--- src/rtl/pc_sequencer.sv ---
// Program-counter sequencer: clear/load/increment, relative branch, call/return
// with a hardware return-address stack. Optional sticky wrap flag via PC_WRAP_FLAG_EN.
module pc_sequencer #(
    parameter int                ADDR_W      = 6,
    parameter int                STACK_DEPTH = 4,
    parameter logic [ADDR_W-1:0] RESET_VEC   = '0
) (
    input  logic              clock,
    input  logic              reset,
    input  logic              clear,
    input  logic              stall,
    input  logic              load_pc,
    input  logic [ADDR_W-1:0] data_in_pc,
    input  logic              inc_pc,
    input  logic              branch_rel,
    input  logic [ADDR_W-1:0] rel_offset,
    input  logic              call,
    input  logic              ret,
    output logic [ADDR_W-1:0] out_pc,
    output logic              stack_empty,
    output logic              stack_full,
    output logic              stack_err
`ifdef PC_WRAP_FLAG_EN
    ,
    output logic              pc_wrap
`endif
);

    localparam int              SP_W   = $clog2(STACK_DEPTH + 1);
    localparam logic [SP_W-1:0] SP_MAX = SP_W'(STACK_DEPTH);

    // Sized to the full pointer range so sp indexes it without width juggling.
    logic [ADDR_W-1:0] stack_mem [0:(1 << SP_W) - 1];

    logic [ADDR_W-1:0] pc_q, pc_d;
    logic [SP_W-1:0]   sp_q, sp_d;
    logic              err_q, err_d;
    logic              wrap_q, wrap_d;
    logic              push;
    logic              is_empty, is_full;
    logic [ADDR_W:0]   inc_sum, br_sum;

    assign is_empty = (sp_q == '0);
    assign is_full  = (sp_q == SP_MAX);

    // One extra bit catches carry out of ADDR_W (inc) and carry/borrow (branch).
    assign inc_sum = {1'b0, pc_q} + (ADDR_W + 1)'(1);
    assign br_sum  = {1'b0, pc_q} + {rel_offset[ADDR_W-1], rel_offset};

    always_ff @(posedge clock) begin
        if (reset) begin
            pc_q   <= RESET_VEC;
            sp_q   <= '0;
            err_q  <= 1'b0;
            wrap_q <= 1'b0;
        end else begin
            pc_q   <= pc_d;
            sp_q   <= sp_d;
            err_q  <= err_d;
            wrap_q <= wrap_d;
        end
    end

    always_ff @(posedge clock) begin
        if (!reset && push)
            stack_mem[sp_q] <= pc_q + ADDR_W'(1);
    end

    // Strict priority: clear > stall > call > ret > load_pc > branch_rel > inc_pc.
    always_comb begin
        pc_d   = pc_q;
        sp_d   = sp_q;
        err_d  = err_q;
        wrap_d = wrap_q;
        push   = 1'b0;
        if (clear) begin
            pc_d   = RESET_VEC;
            sp_d   = '0;
            wrap_d = 1'b0;
        end else if (stall) begin
            pc_d = pc_q;
        end else if (call) begin
            if (is_full) begin
                err_d = 1'b1;
            end else begin
                push = 1'b1;
                sp_d = sp_q + SP_W'(1);
                pc_d = data_in_pc;
            end
        end else if (ret) begin
            if (is_empty) begin
                err_d = 1'b1;
            end else begin
                sp_d = sp_q - SP_W'(1);
                pc_d = stack_mem[sp_q - SP_W'(1)];
            end
        end else if (load_pc) begin
            pc_d = data_in_pc;
        end else if (branch_rel) begin
            pc_d = br_sum[ADDR_W-1:0];
            if (br_sum[ADDR_W])
                wrap_d = 1'b1;
        end else if (inc_pc) begin
            pc_d = inc_sum[ADDR_W-1:0];
            if (inc_sum[ADDR_W])
                wrap_d = 1'b1;
        end
    end

    always_comb begin
        out_pc      = pc_q;
        stack_empty = is_empty;
        stack_full  = is_full;
        stack_err   = err_q;
`ifdef PC_WRAP_FLAG_EN
        pc_wrap     = wrap_q;
`endif
    end

endmodule

--- config.mk ---
export PLATFORM = sky130hd
export DESIGN_NAME = pc_sequencer
export DESIGN_NICKNAME = d
export VERILOG_FILES = /design/src/rtl/pc_sequencer.sv
export SDC_FILE = /design/constraint.sdc
export NUM_CORES = 1
export LEC_CHECK = 0
export BUFFER_PORTS_ARGS = -buffer_cell sky130_fd_sc_hd__clkbuf_2
export CORE_UTILIZATION = 53
export CTS_CLUSTER_SIZE = 12
export DETAILED_ROUTE_END_ITERATION = 12
export PLACE_DENSITY = 0.76
export SYNTH_ARGS = -nofsm -noshare
export SYNTH_HDL_FRONTEND = slang
export SYNTH_SLANG_ARGS = --single-unit
export TNS_END_PERCENT = 1
--- constraint.sdc ---
create_clock -name clock -period 2.7 [get_ports clock]
set_input_delay 0.27 -clock clock [delete_from_list [all_inputs] [get_ports clock]]
set_output_delay 0.27 -clock clock [all_outputs]
set_load 0.02 [all_outputs]
==> impl_results.html <==
<table>
<tr><th>Metric</th><th>Value</th></tr>
<tr><th colspan="2">GRT</th></tr>
<tr><td>Via count of the first global-routing pass</td><td>1779</td></tr>
<tr><td>Antenna violations before repair</td><td>0</td></tr>
<tr><td>First-pass GRT wire length</td><td>about 9 mm</td></tr>
<tr><td>Global Route Usage Sum</td><td>23.6%</td></tr>
<tr><td>Total congestion overflow after global routing</td><td>0</td></tr>
<tr><td>Largest net degree at the start of global routing</td><td>18</td></tr>
<tr><th colspan="2">Setup path</th></tr>
<tr><td>Setup Crit Path Kind</td><td>reg2reg</td></tr>
<tr><td>Maximum net fanout on the critical path</td><td>7</td></tr>
<tr><td>WP data arrival</td><td>2.64 ns</td></tr>
<tr><td>Kind of cell with the highest combined delay on the critical path</td><td>compound AO/OA/AOI/OAI gates</td></tr>
<tr><td>Depth of the most critical reg-to-reg path</td><td>8</td></tr>
<tr><td>Critical path's largest stage delay</td><td>0.48 ns</td></tr>
<tr><td>Sort of element at the end of the critical path</td><td>flip-flop</td></tr>
<tr><td>Crit start category</td><td>flip-flop</td></tr>
<tr><td>Worst Path Buf+Inv</td><td>2</td></tr>
<tr><td>Cell Chain, Critical Path</td><td>inv_1 &gt; ha_1 &gt; buf_4 &gt; mux4_1 &gt; mux2i_1 &gt; nor2_1 &gt; a2111oi_0 &gt; a211oi_1</td></tr>
<tr><td>Library cell contributing the largest single delay on the critical path</td><td>sky130_fd_sc_hd__ha_1</td></tr>
<tr><td>Register-to-register path setup slack</td><td>around 0.27 ns</td></tr>
<tr><td>Capture point of the worst reg-to-reg path</td><td>out_pc[1]</td></tr>
<tr><td>Required time of the worst setup path</td><td>2.90 ns</td></tr>
<tr><td>Launch point of the worst reg-to-reg path</td><td>sp_q[1]</td></tr>
<tr><th colspan="2">Pwr</th></tr>
<tr><td>Power per cell area</td><td>619 nW/um2</td></tr>
<tr><td>Static Leakage</td><td>1.27 nW</td></tr>
<tr><td>Total power after layout</td><td>0.00209 W</td></tr>
<tr><td>VDD IR max</td><td>between 0.4 and 0.5 mV</td></tr>
<tr><th colspan="2">Placed design</th></tr>
<tr><td>Number of buffers added on ports</td><td>29</td></tr>
<tr><td>RD Place Congestion</td><td>0.829</td></tr>
<tr><td>Post-detail-place hpwl</td><td>approximately 4.2 mm</td></tr>
<tr><th colspan="2">Floorplanning</th></tr>
<tr><td>Number of ports placed on the die boundary</td><td>30</td></tr>
<tr><td>Horizontal die dimension</td><td>75.4 um</td></tr>
<tr><td>Chip height</td><td>75.4 um</td></tr>
<tr><td>Effective utilization at floorplan</td><td>between 50% and 60%</td></tr>
<tr><td>Site row count</td><td>26</td></tr>
<tr><td>CORE AREA</td><td>~5000 um2</td></tr>
<tr><td>Area enclosed by the die boundary</td><td>5690 um2</td></tr>
<tr><th colspan="2">STA</th></tr>
<tr><td>Worst-Margin Slew</td><td>0.724 ns</td></tr>
<tr><td>Setup-violating endpoint count in the final report</td><td>0</td></tr>
<tr><td>Tightest slew margin relative to the limit</td><td>51.4%</td></tr>
<tr><td>Total negative slack</td><td>0 ns</td></tr>
<tr><td>Slew Limit Fails</td><td>0</td></tr>
<tr><td>Top achievable clock speed</td><td>411 MHz</td></tr>
<tr><td>Hold Fails Final Rpt</td><td>0</td></tr>
<tr><td>Maximum clock skew at final layout</td><td>0.0107 ns</td></tr>
<tr><td>RSZ-0062 raised after global routing</td><td>false</td></tr>
<tr><td>Period utilisation layout</td><td>90.1%</td></tr>
<tr><td>Minimum period implied by the final worst setup slack</td><td>2.43 ns</td></tr>
<tr><th colspan="2">Route</th></tr>
<tr><td>Starting DRC count in detailed routing</td><td>around 170</td></tr>
<tr><td>Average wire length per cell after detail routing</td><td>approximately 18 um</td></tr>
<tr><td>DR vias/cell</td><td>between 5 and 6</td></tr>
<tr><td>Total Wirelength</td><td>5.89 mm</td></tr>
<tr><td>Via Count</td><td>1922</td></tr>
<tr><td>Remaining antenna violation count</td><td>0</td></tr>
<tr><td>DR DRC count</td><td>0</td></tr>
<tr><td>TritonRoute pass-1 iters</td><td>4</td></tr>
<tr><th colspan="2">Synth</th></tr>
<tr><td>Async set-reset flop share out of synthesis</td><td>0%</td></tr>
<tr><td>Main area contributors after synthesis</td><td>sky130_fd_sc_hd__edfxtp_1 (50%), sky130_fd_sc_hd__dfxtp_1 (7.0%), sky130_fd_sc_hd__mux4_2 (6.3%)</td></tr>
<tr><td>Dominant synthesized flop cell</td><td>sky130_fd_sc_hd__edfxtp_1</td></tr>
<tr><td>Area leader, netlist</td><td>sky130_fd_sc_hd__edfxtp_1</td></tr>
<tr><td>Most frequently used cell type in the post-synthesis netlist</td><td>sky130_fd_sc_hd__edfxtp_1</td></tr>
<tr><td>Syn Inst Count</td><td>213</td></tr>
<tr><td>Netlist cell types</td><td>46</td></tr>
<tr><td>Yosys warning total</td><td>0</td></tr>
<tr><td>Synthesized area divided by synthesized cell count</td><td>13.4 um2</td></tr>
<tr><td>Number of synthesized flops with an enable pin</td><td>48</td></tr>
<tr><td>Share of the synthesized area in the top cell type</td><td>about half</td></tr>
<tr><td>List of most frequent post-synthesis cells</td><td>sky130_fd_sc_hd__edfxtp_1 (48), sky130_fd_sc_hd__nor2_1 (15), sky130_fd_sc_hd__a21oi_1 (13)</td></tr>
<tr><td>Portion of the post-synthesis area used by sequential elements</td><td>57.4%</td></tr>
<tr><td>Post-Syn Area</td><td>approximately 2900 um2</td></tr>
<tr><td>Register bit count reported by yosys</td><td>58</td></tr>
<tr><td>Post-synth net total</td><td>244</td></tr>
<tr><th colspan="2">Clocking</th></tr>
<tr><td>Number of buffers on the longest clock path</td><td>2</td></tr>
<tr><td>CTS-repair resized insts</td><td>0</td></tr>
<tr><td>Number of post-CTS setup repair buffers</td><td>0</td></tr>
<tr><td>Number of sinks handled by clock tree synthesis</td><td>a little under 60</td></tr>
<tr><td>Source-to-sink clock delay at the later pin of the worst-skew pair</td><td>0.33 ns</td></tr>
<tr><td>H-tree levels</td><td>3</td></tr>
<tr><td>Clock input transition at the sequential cells of the worst setup and hold paths</td><td>0.07 ns</td></tr>
<tr><td>CTS Hold Bufs</td><td>0</td></tr>
<tr><td>Number of buffers created by CTS</td><td>9</td></tr>
<tr><td>CTS Root Cell</td><td>sky130_fd_sc_hd__clkbuf_8</td></tr>
<tr><td>CTS tree</td><td>yes</td></tr>
<tr><th colspan="2">Finish</th></tr>
<tr><td>Area Overhead vs Synth</td><td>18.2%</td></tr>
<tr><td>Final antenna diode count</td><td>0</td></tr>
<tr><td>NumNets Final</td><td>289</td></tr>
<tr><td>Layout cell share with drive strength beyond 1</td><td>26.2%</td></tr>
<tr><th colspan="2">Flow run</th></tr>
<tr><td>Max-cap viol count</td><td>0</td></tr>
<tr><th colspan="2">Run status</th></tr>
<tr><td>Run status</td><td>completed</td></tr>
<tr><th colspan="2">Worst hold path</th></tr>
<tr><td>Class of the worst hold path</td><td>in2reg</td></tr>
<tr><td>Hold Path Origin</td><td>reset</td></tr>
<tr><td>End of the worst hold path</td><td>stack_err</td></tr>
<tr><td>Number of cells on the worst hold path</td><td>2</td></tr>
</table>
==> registers in the layout, indices dropped and copies added, names as in the netlist <==
signal	cells
stack_mem	48
sp_q	3
out_pc	6
stack_err	1
==> power by group <==
group          total [W]  internal, W  switching (W)
Sequential      0.000987     0.000977      0.0000101
Clock           0.000902     0.000570       0.000332
Combinational   0.000202    0.0000898       0.000112
==> cell type report <==
| type | count | area [um2] |
|---|---|---|
| Sequential cell | 58 | 1640 |
| Clock buffer | 12 | 155 |
| Inverter | 8 | 30.0 |
| Tap cell | 70 | 87.6 |
| Clock inverter | 4 | 73.8 |
| Fill cell | 410 | 1760 |
| Timing Repair Buffer | 43 | 250 |
| Multi-Input combinational cell | 138 | 1140 |
==> kinds of logic (layout without fill, tap and decap cells) <==
group	Yosys count	count (layout)	share of synthesized area, %
multiplexers	20	20	12.8
buffers and inverters	17	67	2.67
XOR/XNOR	11	11	3.37
adder cells (fa/ha/maj)	10	10	4.64
flip-flops	58	58	57.4
AND/OR/NAND/NOR	58	58	10.2
AO/OA/AOI/OAI	39	39	8.84
==> how the worst max path moves through the flow <==
stage / endpoint / start / cells past startpoint / slack (ns)
6_report: out_pc[1] / sp_q[1] / 8 / 0.27
5_1_grt: out_pc[1] / sp_q[1] / 8 / 0.14
4_1_cts: out_pc[1] / sp_q[1] / 8 / 0.27
3_5_place_dp: out_pc[1] / sp_q[1] / 8 / 0.30
3_3_place_gp: out_pc[1] / sp_q[1] / 8 / 0.48
2_1_floorplan: stack_mem[1][0] / sp_q[0] / 8 / 0.07
==> cell usage in the layout (no fill, tap or decap), types with 2 or more instances in the layout <==
cell type	instances
sky130_fd_sc_hd__buf_4	14
sky130_fd_sc_hd__and3_1	2
sky130_fd_sc_hd__bufinv_16	2
sky130_fd_sc_hd__inv_1	8
sky130_fd_sc_hd__nor2b_1	5
sky130_fd_sc_hd__nand2_1	11
sky130_fd_sc_hd__o21ai_0	7
sky130_fd_sc_hd__mux2i_1	7
sky130_fd_sc_hd__xnor2_1	9
sky130_fd_sc_hd__xor2_1	2
sky130_fd_sc_hd__o21a_1	2
sky130_fd_sc_hd__nor3_1	5
sky130_fd_sc_hd__mux4_1	4
sky130_fd_sc_hd__nor2_1	15
sky130_fd_sc_hd__nand2b_1	4
sky130_fd_sc_hd__mux4_2	8
sky130_fd_sc_hd__a2111oi_0	2
sky130_fd_sc_hd__clkbuf_8	11
sky130_fd_sc_hd__a21oi_1	13
sky130_fd_sc_hd__clkbuf_2	29
sky130_fd_sc_hd__nand3_1	4
sky130_fd_sc_hd__edfxtp_1	48
sky130_fd_sc_hd__ha_1	9
sky130_fd_sc_hd__and2_1	4
sky130_fd_sc_hd__a21o_1	2
sky130_fd_sc_hd__dfxtp_1	10
sky130_fd_sc_hd__nor4_1	2
sky130_fd_sc_hd__a31oi_1	4
==> through the flow <==
stage	util, %	cells	setup WS, ns	cell area [um2]	hold WS [ns]
finish	65.7	333	0.267	3380	0.115
global route	65.7	333	0.143	3380	0.106
CTS	65.7	333	0.274	3380	0.0944
detailed placement	61.3	317	0.299	3150	0.460
global placement	61.3	317	0.480	3150	0.455
floorplan	-	213	0.0711	2860	0.342
==> layer usage <==
layer	share of wire (%)	GRT usage, %
met1	43	32.6
met2	49	35.8
met3	7.0	6.48
met4	0.85	10.1
met5	0	0
No activity file was read; power rests on OpenSTA's default activity.
